## config.mk

```make
export PLATFORM = sky130hd
export DESIGN_NAME = pc_seq_ctrl
export DESIGN_NICKNAME = d
export VERILOG_FILES = /design/src/rtl/pc_seq_ctrl.sv
export SDC_FILE = /design/constraint.sdc
export NUM_CORES = 1
export LEC_CHECK = 0
export CORE_ASPECT_RATIO = 0.7
export CORE_MARGIN = 1.5
export CORE_UTILIZATION = 51
export CTS_BUF_LIST = sky130_fd_sc_hd__clkbuf_8
export DETAILED_ROUTE_END_ITERATION = 16
export PLACE_DENSITY = 0.95
export SYNTH_ARGS = -nofsm -noshare
export SYNTH_HDL_FRONTEND = slang
export SYNTH_SLANG_ARGS = --single-unit
export TNS_END_PERCENT = 50
```

## constraint.sdc

```tcl
create_clock -name clk -period 3.45 [get_ports clk]
set_input_delay 0.69 -clock clk [delete_from_list [all_inputs] [get_ports clk]]
set_output_delay 0.69 -clock clk [all_outputs]
set_load 0.005 [all_outputs]
```

## src/rtl/pc_seq_ctrl.sv

```systemverilog
// Fetch/decode/execute sequencer that steers the PC and the instruction-memory handshake.
// PC strobes are registered out of EXEC, so they appear on the cycle after EXEC.
module pc_seq_ctrl #(
  parameter int DWIDTH   = 16,
  parameter int WAIT_MAX = 15,
  parameter int CW       = 4
) (
  input  logic              clk,
  input  logic              rst_n,
  input  logic              start,
  input  logic              mem_ready,
  input  logic [DWIDTH-1:0] mem_rdata,
  input  logic              zero_flag,
  output logic              mem_rd,
  output logic              pc_en,
  output logic [1:0]        pc_ctrl,
  output logic [7:0]        offset_addr,
  output logic              reg_we,
  output logic [DWIDTH-1:0] ir_out,
  output logic              busy,
  output logic              halted,
  output logic [1:0]        err
);

  typedef enum logic [2:0] {S_IDLE, S_FETCH, S_DECODE, S_EXEC, S_HALT} state_t;

  localparam logic [3:0] OP_NOP  = 4'h0;
  localparam logic [3:0] OP_ALU  = 4'h1;
  localparam logic [3:0] OP_BEQZ = 4'h3;
  localparam logic [3:0] OP_JMP  = 4'h4;
  localparam logic [3:0] OP_HALT = 4'hF;

  state_t            state_q, state_d;
  logic [CW-1:0]     wait_cnt_q, wait_cnt_d;
  logic [DWIDTH-1:0] ir_q, ir_d;
  logic [1:0]        err_q, err_d;
  logic              mem_rd_q, mem_rd_d;
  logic              pc_en_q, pc_en_d;
  logic [1:0]        pc_ctrl_q, pc_ctrl_d;
  logic [7:0]        offset_q, offset_d;
  logic              reg_we_q, reg_we_d;
  logic              busy_q, busy_d;
  logic              halted_q, halted_d;
  logic [3:0]        op;

  assign op = ir_q[15:12];

  always_comb begin
    state_d    = state_q;
    wait_cnt_d = wait_cnt_q;
    ir_d       = ir_q;
    err_d      = err_q;
    pc_en_d    = 1'b0;
    pc_ctrl_d  = 2'b00;
    reg_we_d   = 1'b0;
    offset_d   = offset_q;
    case (state_q)
      S_IDLE: if (start) state_d = S_FETCH;
      S_FETCH: begin
        // A response on the last allowed wait cycle still wins over the timeout.
        if (mem_ready) begin
          ir_d       = mem_rdata;
          wait_cnt_d = '0;
          state_d    = S_DECODE;
        end else if (wait_cnt_q == CW'(WAIT_MAX)) begin
          err_d   = 2'b10;
          state_d = S_HALT;
        end else begin
          wait_cnt_d = wait_cnt_q + 1'b1;
        end
      end
      S_DECODE: begin
        if (op == OP_NOP || op == OP_ALU || op == OP_BEQZ || op == OP_JMP || op == OP_HALT) begin
          state_d = S_EXEC;
        end else begin
          err_d   = 2'b01;
          state_d = S_HALT;
        end
      end
      S_EXEC: begin
        if (op == OP_HALT) begin
          state_d = S_HALT;
        end else begin
          state_d = S_FETCH;
          pc_en_d = 1'b1;
          if (op == OP_JMP || (op == OP_BEQZ && zero_flag)) begin
            pc_ctrl_d = 2'b10;
            offset_d  = ir_q[7:0];
          end else begin
            pc_ctrl_d = 2'b01;
          end
          reg_we_d = (op == OP_ALU);
        end
      end
      S_HALT:  state_d = S_HALT;
      default: state_d = S_IDLE;
    endcase
    mem_rd_d = (state_d == S_FETCH);
    halted_d = (state_d == S_HALT);
    busy_d   = (state_d != S_IDLE) && (state_d != S_HALT);
  end

  always_ff @(posedge clk or negedge rst_n) begin
    if (!rst_n) begin
      state_q    <= S_IDLE;
      wait_cnt_q <= '0;
      ir_q       <= '0;
      err_q      <= 2'b00;
      mem_rd_q   <= 1'b0;
      pc_en_q    <= 1'b0;
      pc_ctrl_q  <= 2'b00;
      offset_q   <= '0;
      reg_we_q   <= 1'b0;
      busy_q     <= 1'b0;
      halted_q   <= 1'b0;
    end else begin
      state_q    <= state_d;
      wait_cnt_q <= wait_cnt_d;
      ir_q       <= ir_d;
      err_q      <= err_d;
      mem_rd_q   <= mem_rd_d;
      pc_en_q    <= pc_en_d;
      pc_ctrl_q  <= pc_ctrl_d;
      offset_q   <= offset_d;
      reg_we_q   <= reg_we_d;
      busy_q     <= busy_d;
      halted_q   <= halted_d;
    end
  end

  assign mem_rd      = mem_rd_q;
  assign pc_en       = pc_en_q;
  assign pc_ctrl     = pc_ctrl_q;
  assign offset_addr = offset_q;
  assign reg_we      = reg_we_q;
  assign ir_out      = ir_q;
  assign busy        = busy_q;
  assign halted      = halted_q;
  assign err         = err_q;

endmodule
```

# ---- Yosys cells after proc, flatten, opt, wreduce, memory -nomap -nowiden
# Index checks and enable logic that the tools add are counted.
dict set report totals {
  ff_bits 40
  in_bits 21
  output_inout_bits 33
  word_cells 63
}
dict set report op_classes {
  n_addsub 1
  n_eq_ne 16
  muxes 19
  bitwise_logic 1
  reduce_logical 15
}
# operator n
set op_table {}
lappend op_table {{3-bit two-way mux} 5}
lappend op_table {{3-bit one-hot mux with 5 select lines} 1}
lappend op_table {{2-bit two-way mux} 6}
lappend op_table {{4-bit equality test (second input constant)} 2}
lappend op_table {{4-bit two-way mux} 2}
lappend op_table {{2-bit != test (second input constant)} 4}
lappend op_table {{3-bit by 1-bit equality test with 1-bit output (second input constant)} 2}
lappend op_table {{3-bit by 2-bit equality test with 1-bit output (second input constant)} 2}
lappend op_table {{3-bit equality test (second input constant)} 2}
lappend op_table {{1-bit logical OR} 5}
lappend op_table {{4-bit by 1-bit adder with 4-bit output (second input constant)} 1}
lappend op_table {{4-bit by 1-bit equality test with 1-bit output (second input constant)} 1}
lappend op_table {{4-bit by 2-bit equality test with 1-bit output (second input constant)} 1}
lappend op_table {{4-bit by 3-bit equality test with 1-bit output (second input constant)} 1}
lappend op_table {{4-bit zero test} 1}
lappend op_table {{1-bit two-way mux} 4}
lappend op_table {{2-bit one-hot mux with 2 select lines} 1}
lappend op_table {{2-bit AND reduction} 2}
lappend op_table {{4-bit AND reduction} 1}
lappend op_table {{3-bit zero test} 1}
lappend op_table {{3-bit != test (second input constant)} 1}
lappend op_table {{3-bit AND reduction} 1}
lappend op_table {{3-bit nonzero test} 1}
lappend op_table {{1-bit logical AND} 2}
lappend op_table {{2 further kinds} 2}

# ---- Logic depth before layout (Yosys ltp)
# Gate-level depths: netlist of run 1.
dict set report logic_depth {
  ltp_word 9
  depth_mapped 6
  mapped_depth_nobuf 4
}

# ---- Worst setup path before layout of run 1
# OpenSTA, ideal clock, no wires.
dict set report synth_path {
  path_kind {reg2reg}
  startpoint {register state_q[1]}
  endpoint {register ir_q[10], in the netlist ir_out[10]}
  setup_ns 0.125
  arrival_time_ns 1.553
  required_time_ns 3.325
  path_slack_ns 1.772
  stages_incl_launch_ff 7
  n_path_buf 3
  synth_period_minus_slack_ns 1.678
  cell_sequence {dfrtp_1 clkbuf_2 nor3b_4 and2_1 buf_4 buf_4 mux2_2}
}
dict set report synth_via {
  elab_chain_len 2
}
# item line_no
set synth_lines {}
lappend synth_lines {{start, declared} 33} ;# state_t state_q, state_d;
lappend synth_lines {{start signal, assigned} 117} ;# state_q <= state_d;
lappend synth_lines {{3-bit by 1-bit equality test with 1-bit output} 57} ;# case (state_q)
lappend synth_lines {{2-bit AND reduction (no line)} --}
lappend synth_lines {{end signal, assigned} 119} ;# ir_q <= ir_d;
lappend synth_lines {{end, declared} 35} ;# logic [DWIDTH-1:0] ir_q, ir_d;
# Every way passes these cells.
# A chain may end at the register's enable or synchronous reset.

# ---- Worst setup path after layout of run 1
dict set report layout_path {
  startpoint {input mem_ready}
  endpoint {register ir_q[14], in the netlist ir_out[14]}
}
dict set report layout_via {
  elab_chain_len 1
}
# item line_no
set layout_lines {}
lappend layout_lines {{start, declared} 11} ;# input logic mem_ready,
lappend layout_lines {{2-bit AND reduction (no line)} --}
# Every way passes these cells.

==> results of run 1 <==
registers in the layout, summed over array words and instances (netlist names):
name	flops
err	2
pc_en	1
mem_rd	1
wait_cnt_q	4
reg_we	1
ir_out	16
busy	1
offset_addr	8
halted	1
state_q	3
pc_ctrl	2
per-stage QoR:
stage	std cells	hold WS (ns)	area, um^2	setup slack [ns]
2_1_floorplan	128	0.3944	1734	1.772
3_3_place_gp	214	0.4737	2272	1.046
3_5_place_dp	214	0.4803	2272	0.9501
4_1_cts	222	0.4968	2380	1.260
5_1_grt	222	0.5059	2380	1.186
6_report	222	0.4917	2380	1.263
per-layer routing:
metal | up-vias | track usage [%] | share of wire, %
met2 | 52 | 33.64 | 48
li1 | 575 | - | -
met5 | - | 0 | 0
met3 | 4 | 6.202 | 5.9
met1 | 594 | 28.30 | 45
met4 | 0 | 7.233 | 0.78
cells by family after synthesis:
| group | Yosys count |
|---|---|
| adders and majority gates | 1 |
| and+or+nand+nor | 32 |
| muxes | 25 |
| AOI/OAI and AO/OA | 23 |
| buffers and inverters | 7 |
| DFF | 40 |
final cells by class:
type,instances,area [um^2]
repair buffers,53,525.5
multi-input cells,81,690.7
flip-flops and latches,40,1001
clock inverters,3,38.79
fillers,213,810.8
inverters,2,7.507
well taps,38,47.55
clock buffers,5,68.82
worst max-delay path, delay by kind of cell:
kind	cells	cell delay, ns
AND/OR/NAND/NOR	1	0.65
buffers and inverters	1	0.59
multiplexers	1	0.42
power by group:
part,switching (W),internal [W],total [W]
logic,0.000277,0.000548,0.000825
clock network,0.000154,0.000212,0.000365
registers,0.000194,0.000663,0.000857
cell usage in the layout (no fill, tap or decap), types with 3 or more instances in the layout:
cell / n
clkdlybuf4s50_1: 52
dfrtp_1: 40
mux2_2: 16
mux2_4: 8
o21ai_0: 6
nand2_1: 6
clkbuf_8: 5
nand2b_1: 3
inv_1: 3
a21oi_1: 3
worst min-delay path by stage:
stage | end | from | slack (ns)
after CTS | err[1] | err[1] | 0.50
after floorplan | busy | rst_n | 0.39
final | err[1] | err[1] | 0.49
after detailed placement | err[1] | err[1] | 0.48
after global placement | err[1] | err[1] | 0.47
after global routing | err[1] | err[1] | 0.51
==> flow_summary.yaml, run 1 <==
cells_and_area:
  syn2layout_area_growth_pct: 37.23
  drive_gt1_share_pct: 18.48
  n_antenna_cell: 0
  fin_util_pct: 74.59
  fin_nets: 205
route:
  postRouteWirelength_mm: 3.479
  dr_total_vias: 1225
  antenna_left: 0
  firstDrtPassIters: 4
  route.detailed.drc: 0
  wl_per_cell_um: 15.67
  drtIter0Drc: 115
  via_per_inst: 5.518
logic_synthesis:
  syn_area_per_cell_um2: 13.55
  synth_edf_count: 0
  synth_mux_area_share_pct: 17.89
  seq_area_frac_synth_pct: 57.72
  syn-num-nets: 150
  syn_area_um2: 1734
  synth_ff_type: "dfrtp_1"
  syn_inst: 128
  synth_common_cells: "dfrtp_1 (40), mux2_2 (16), mux2_4 (8), nand2_1 (6), o21ai_0 (6)"
  synth.most_common_cell: "dfrtp_1"
  synth_top_area_share_pct: 57.72
  ys_types: 41
  yosys_warnings: 0
  synth_area_leaders: "dfrtp_1 (58%), mux2_2 (10%), mux2_4 (6.9%)"
  synthAdderAreaFrac_pct: 0.7215
  synth_top_family_by_area: "multiplexers"
  synthArstFlopShare_pct: 100.0
  synth_compound_area_share_pct: 8.947
  synth-xor-area-share_pct: 0
  synth-simple-area-share_pct: 12.27
  yosysTopAreaCell: "dfrtp_1"
  synth_seq_cells: 40
floorplanning:
  die_h_um: 51.79
  start_util_pct: 54.35
  die_w_um: 72.70
  core_um2: 3191
  rows: 17
  io_pins: 54
  die_area_um2: 3765
timing:
  slew_viol_final: 0
  min_period_ns: 2.187
  worst_clock_skew_ns: 0.005813
  clock.fmax_mhz: 457.3
  grt_setup_unrepaired: "false"
  final.period_utilization_pct: 63.38
  hold_violations: 0
  setup_viol: 0
  tightest_slew_ns: 0.8488
  maxSlewHeadroom_pct: 43.42
  finalSetupTns_ns: 0
cts:
  cts_sinks: 40
  cts_made_buffers: 5
  clk_latency_ns: 0.29
  cts_tree: "built"
  hold_buffers: 0
  post_cts_resized: 0
  cts_buffer_depth: 2
  htree_levels: 2
  clock-root-buffer: "clkbuf_8"
  path_clk_slew_ns: 0.07
  post_cts.repair.setup_buffers: 0
grt:
  grt_use_total_pct: 21.29
  grt_pass1_wl_mm: 5.961
  grt_pass1_vias: 1237
  grt_overflow: 0
  grt_max_degree: 41
  antenna_found_initial: 0
worst_setup_path:
  r2r_start: "state_q[2]"
  crit_type: "in2reg"
  cp.arrival_ns: 2.36
  worst-r2r-setup-slack_ns: 1.41
  reg2reg_to: "ir_out[14]"
  max_stage_delay_ns: 0.65
  critPathRequiredTime_ns: 3.62
  r2r_cells: 3
  cp-start-kind: "input pin"
  crit_path_end: "ir_out[14]"
  crit_start: "mem_ready"
  cp_max_fo: 18
  path_cells: "clkdlybuf4s50_1, and2_1, mux2_2"
  endpoint_kind: "flip-flop"
  slowest_stage: "and2_1"
power:
  p_per_area_nw_per_um2: 860.4
  leakagePower_nw: 1.067
  ir_drop_uv: 468.5
  power.total_w: 0.002048
run:
  maxCapViolations: 0
worst_hold_path:
  min_path_type: "reg2reg"
  hold_depth: 1
status:
  outcome: "finished, final reports clean"
placement:
  port_buffers: 53
  gp_congestion: 0.7753
  hpwlAfterDp_mm: 2.503
Power figures use the tool's default switching activity.
==> run 2, diff against run 1 <==
--- a/config.mk
+++ b/config.mk
@@ -7,10 +7,10 @@
 export LEC_CHECK = 0
 export CORE_ASPECT_RATIO = 0.7
 export CORE_MARGIN = 1.5
-export CORE_UTILIZATION = 51
+export CORE_UTILIZATION = 48
 export CTS_BUF_LIST = sky130_fd_sc_hd__clkbuf_8
 export DETAILED_ROUTE_END_ITERATION = 16
-export PLACE_DENSITY = 0.95
+export PLACE_DENSITY = 0.91
 export SYNTH_ARGS = -nofsm -noshare
 export SYNTH_HDL_FRONTEND = slang
 export SYNTH_SLANG_ARGS = --single-unit
==> constraint.sdc (replaced) <==
create_clock -name clk -period 2.07 [get_ports clk]
set_input_delay 0.414 -clock clk [delete_from_list [all_inputs] [get_ports clk]]
set_output_delay 0.414 -clock clk [all_outputs]
set_load 0.005 [all_outputs]
==> run 2 against run 1 <==
Compared with the run above:
- die area is 5.9% higher
- clock skew grew 0.0054 ns
- sequential share of layout area fell by 0.13 points
- critical path type is now reg2reg
- non-clock buffer count rose by 1
- first-iteration DRC count decreased by 57%
- register-to-register slack lost 1.2 ns
- combinational power increased by 70%
- critical path depth unchanged
- largest cell class unchanged
- total power grew 64%
==> flow_summary.yaml, run 2 (synthesized netlist as in run 1, its figures left out) <==
status:
  outcome: "finished, final reports clean"
worst_setup_path:
  crit_type: "reg2reg"
  r2r_cells: 3
  reg2reg_to: "offset_addr[0]"
  cp.arrival_ns: 1.99
  critPathRequiredTime_ns: 2.25
  cp-start-kind: "flip-flop"
  r2r_start: "ir_out[12]"
  cp_max_fo: 9
  crit_start: "ir_out[12]"
  crit_path_end: "offset_addr[0]"
  worst-r2r-setup-slack_ns: 0.26
  endpoint_kind: "flip-flop"
timing:
  min_period_ns: 1.814
  finalSetupTns_ns: 0
  slew_viol_final: 0
  tightest_slew_ns: 0.8615
  hold_violations: 0
  clock.fmax_mhz: 551.4
  final.period_utilization_pct: 87.62
  worst_clock_skew_ns: 0.01122
  setup_viol: 0
  grt_setup_unrepaired: "false"
  maxSlewHeadroom_pct: 42.57
cells_and_area:
  final_common_cell: "clkdlybuf4s50_1"
  largest_reg_flops: 16
  final_cell_mix: "clkdlybuf4s50_1 (52), dfrtp_1 (40), mux2_2 (16)"
  regArea_um2: 1001
  fin_area_um2: 2387
  n_antenna_cell: 0
  drive_gt1_share_pct: 19.46
  syn2layout_area_growth_pct: 37.66
  nFillCells: 259
  multi_input_area_um2: 690.7
  fin_nets: 206
route:
  firstDrtPassIters: 4
  postRouteWirelength_mm: 3.580
  wl_per_cell_um: 15.23
  drtIter0Drc: 50
  dr_total_vias: 1259
  via_per_inst: 5.357
  route.detailed.drc: 0
  antenna_left: 0
floorplanning:
  die_h_um: 53.29
  die_area_um2: 3988
  core_um2: 3491
  rows: 18
  start_util_pct: 49.68
  die_w_um: 74.84
  io_pins: 54
power:
  p_per_area_nw_per_um2: 1407
  switchingPower_w: 0.001063
  comb_power_share_pct: 41.6
  pwr-share-seq_pct: 42.5
  leakagePower_nw: 1.064
  pwr-share-clk_pct: 15.9
  internal_power_w: 0.002295
  ir_drop_uv: 951.0
  sw_frac_of_total_pct: 31.66
cts:
  htree_levels: 2
  hold_buffers: 0
  cts_made_buffers: 5
  cts_tree: "built"
  clock-root-buffer: "clkbuf_8"
  cts_buffer_depth: 2
  clk_latency_ns: 0.30
  cts_sinks: 40
  post_cts.repair.setup_buffers: 0
  path_clk_slew_ns: 0.08
  post_cts_resized: 0
run:
  maxCapViolations: 0
grt:
  antenna_found_initial: 0
  grt_max_degree: 41
  grt_pass1_vias: 1241
  grt_use_total_pct: 20.69
  grt_pass1_wl_mm: 5.885
  grt_overflow: 0
placement:
  gp_congestion: 0.8091
  port_buffers: 53
  hpwlAfterDp_mm: 2.590
  placedInstanceArea_um2: 2295
worst_hold_path:
  min_path_type: "in2async"
[run 2: cell types whose count changed in the layout (fill, tap and decap cells not counted), sizes merged]
cell,change
clkinv,+1
clkbuf,+1
inv,-1
buf,+1
bufinv,-1
[run 2: worst max-delay path: stages (launching register included)]
cell,delay [ns]
dfrtp_1,0.46
or3b_1,0.42
a211o_1,0.46
mux2_4,0.37
[run 2: metal layers]
layer  part of all wire (%)  global-route usage [%]
met3                    7.6                   6.095
met4                    2.7                   10.91
met2                     46                   32.89
met1                     44                   25.49
met5                      0                       0
[run 2: cell type report]
type,count,share of cell area (%)
Sequential cell,40,41.93
Timing Repair Buffer,54,22.33
Inverter,2,0.3145
Multi-Input combinational cell,81,28.93
Clock buffer,6,3.459
Clock inverter,2,0.4193
Tap cell,50,2.621
[run 2: power by group through the flow]
stage	logic, W	clock network (W)	registers [W]
global placement	0.00134	0	0.00141
global route	0.00153	0.000573	0.00148
finish	0.00140	0.000535	0.00143
detailed placement	0.00140	0	0.00144
CTS	0.00141	0.000536	0.00143
floorplan	0.000723	0	0.00136
[run 2: worst min-delay path by stage]
stage               slack, ns            end   start
global route             0.31  wait_cnt_q[2]   rst_n
CTS                      0.25  wait_cnt_q[2]   rst_n
finish                   0.22  wait_cnt_q[2]   rst_n
floorplan                0.12           busy   rst_n
detailed placement       0.49         err[1]  err[1]
global placement         0.47         err[1]  err[1]
[run 2: through the flow]
stage          setup slack (ns)  hold WS, ns  std cells  utilization [%]  power [W]
2_1_floorplan            0.3923       0.1184        128                -   0.002088
3_3_place_gp             0.1049       0.4718        227            65.73   0.002752
3_5_place_dp            0.07291       0.4851        227            65.73   0.002839
4_1_cts                  0.2524       0.2546        235            68.39   0.003373
5_1_grt                  0.1698       0.3100        235            68.39   0.003586
6_report                 0.2563       0.2220        235            68.39   0.003358
==> run 3, diff against run 2 <==
--- a/config.mk
+++ b/config.mk
@@ -7,10 +7,11 @@
 export LEC_CHECK = 0
 export CORE_ASPECT_RATIO = 0.7
 export CORE_MARGIN = 1.5
-export CORE_UTILIZATION = 48
+export CORE_UTILIZATION = 23
 export CTS_BUF_LIST = sky130_fd_sc_hd__clkbuf_8
+export CTS_CLUSTER_DIAMETER = 80
 export DETAILED_ROUTE_END_ITERATION = 16
-export PLACE_DENSITY = 0.91
+export PLACE_DENSITY = 0.54
 export SYNTH_ARGS = -nofsm -noshare
 export SYNTH_HDL_FRONTEND = slang
 export SYNTH_SLANG_ARGS = --single-unit
==> run 3 against run 2 <==
Compared with the run above:
- sequential share of layout area is 1.8 points lower
- sequential power is 4% lower
- first-iteration DRC count is 40% lower
- global-route usage is 11 points lower
- setup slack better by 0.050 ns
- largest cell class unchanged
- largest power group is now combinational cells
==> flow_summary.yaml, run 3 (synthesized netlist as in run 1, its figures left out) <==
route:
  route.detailed.drc: 0
  via_per_inst: 4.260
  firstDrtPassIters: 4
  wl_per_cell_um: 13.28
  postRouteWirelength_mm: 3.839
  dr_total_vias: 1231
  antenna_left: 0
  drtIter0Drc: 30
cts:
  hold_buffers: 0
  cts_made_buffers: 5
  cts_tree: "built"
  clock-root-buffer: "clkbuf_8"
  post_cts_resized: 0
  path_clk_slew_ns: 0.07
  clk_latency_ns: 0.28
  htree_levels: 2
  cts_buffer_depth: 2
  post_cts.repair.setup_buffers: 0
  cts_sinks: 40
cells_and_area:
  drive_gt1_share_pct: 21.47
  fin_nets: 213
  largest_reg_flops: 16
  fin_cells: 289
  fin_util_pct: 34.27
  regArea_um2: 1001
  multi_input_area_um2: 690.7
  n_antenna_cell: 0
  final_common_cell: "clkdlybuf4s50_1"
  syn2layout_area_growth_pct: 44.01
  final_cell_mix: "clkdlybuf4s50_1 (52), dfrtp_1 (40), mux2_2 (16)"
  nFillCells: 746
grt:
  grt_use_total_pct: 10.04
  grt_pass1_wl_mm: 6.099
  grt_pass1_vias: 1185
  grt_max_degree: 32
  grt_overflow: 0
  antenna_found_initial: 0
power:
  switchingPower_w: 0.001054
  internal_power_w: 0.002326
  ir_drop_uv: 464.1
  power.total_w: 0.003380
  p_per_area_nw_per_um2: 1353
  sw_frac_of_total_pct: 31.19
  leakagePower_nw: 1.095
  comb_power_share_pct: 45.2
  pwr-share-clk_pct: 14.3
  pwr-share-seq_pct: 40.5
run:
  maxCapViolations: 0
placement:
  hpwlAfterDp_mm: 2.735
  dp.cells: 282
  pre_cts_slack_ns: 0.05381
  port_buffers: 53
  gp_congestion: 0.7562
timing:
  final.period_utilization_pct: 85.22
  grt_setup_unrepaired: "false"
  worst_clock_skew_ns: 0.005688
  maxSlewHeadroom_pct: 53.59
  min_period_ns: 1.764
  clock.fmax_mhz: 566.9
  tightest_slew_ns: 0.6962
  setup_viol: 0
  hold_violations: 0
  finalSetupTns_ns: 0
  worst_slack_ns: 0.3059
  slew_viol_final: 0
worst_setup_path:
  cp_num_buf_inv: 1
  crit_type: "reg2out"
  slowest_stage: "clkdlybuf4s50_1"
  worst-r2r-setup-slack_ns: 0.35
  r2r_cells: 3
  r2r_start: "ir_out[12]"
  reg2reg_to: "offset_addr[7]"
  cp_max_fo: 11
  max_stage_delay_ns: 0.56
  crit_cells: 1
  cp-start-kind: "flip-flop"
  cp.arrival_ns: 1.35
  path_cells: "clkdlybuf4s50_1"
  cp_top_family: "buffers and inverters"
  crit_start: "ir_out[15]"
  critPathRequiredTime_ns: 1.66
  endpoint_kind: "output port"
floorplanning:
  die_w_um: 106.8
  io_pins: 54
  die_h_um: 75.65
  rows: 26
  die_area_um2: 8078
  start_util_pct: 23.80
  core_um2: 7287
status:
  outcome: "finished, final reports clean"
worst_hold_path:
  min_path_type: "in2async"
-- run 3: cell types whose count changed in the layout (fill, tap and decap cells not counted), sizes merged --
cell,previous run,this run
buf,2,9
clkbuf,6,5
clkinv,2,1
inv,2,3
-- run 3: power by group through the flow --
| stage | clock network [W] | logic [W] | registers [W] |
|---|---|---|---|
| 6_report | 0.000485 | 0.00153 | 0.00137 |
| 5_1_grt | 0.000544 | 0.00167 | 0.00142 |
| 4_1_cts | 0.000510 | 0.00156 | 0.00137 |
| 3_5_place_dp | 0 | 0.00155 | 0.00138 |
| 3_3_place_gp | 0 | 0.00153 | 0.00138 |
| 2_1_floorplan | 0 | 0.000723 | 0.00136 |
-- run 3: layout make-up --
cell class / count / area share, %
sequential: 40 / 40.08
multi-input combinational: 81 / 27.66
timing repair buffer: 61 / 23.95
tap: 98 / 4.910
clock buffer: 5 / 2.756
clock inverter: 2 / 0.3507
inverter: 2 / 0.3006
-- run 3: routing by layer --
| layer | wire, um | up-vias | global-route usage (%) |
|---|---|---|---|
| met1 | 1967 | 591 | 13.97 |
| met5 | 0 | - | 0 |
| met4 | 29 | 0 | 3.111 |
| li1 | - | 597 | - |
| met2 | 1500 | 38 | 14.03 |
| met3 | 341 | 5 | 4.363 |
-- run 3: worst max path at each step --
stage | to
detailed placement | offset_addr[6]
CTS | ir_out[15]
global route | ir_out[15]
finish | ir_out[15]
floorplan | ir_out[10]
global placement | offset_addr[1]
-- run 3: through the flow --
step	area [um^2]	hold WS, ns
CTS	2497	0.2016
finish	2497	0.1726
floorplan	1734	0.1184
global placement	2420	0.4845
detailed placement	2420	0.4918
global route	2497	0.2446
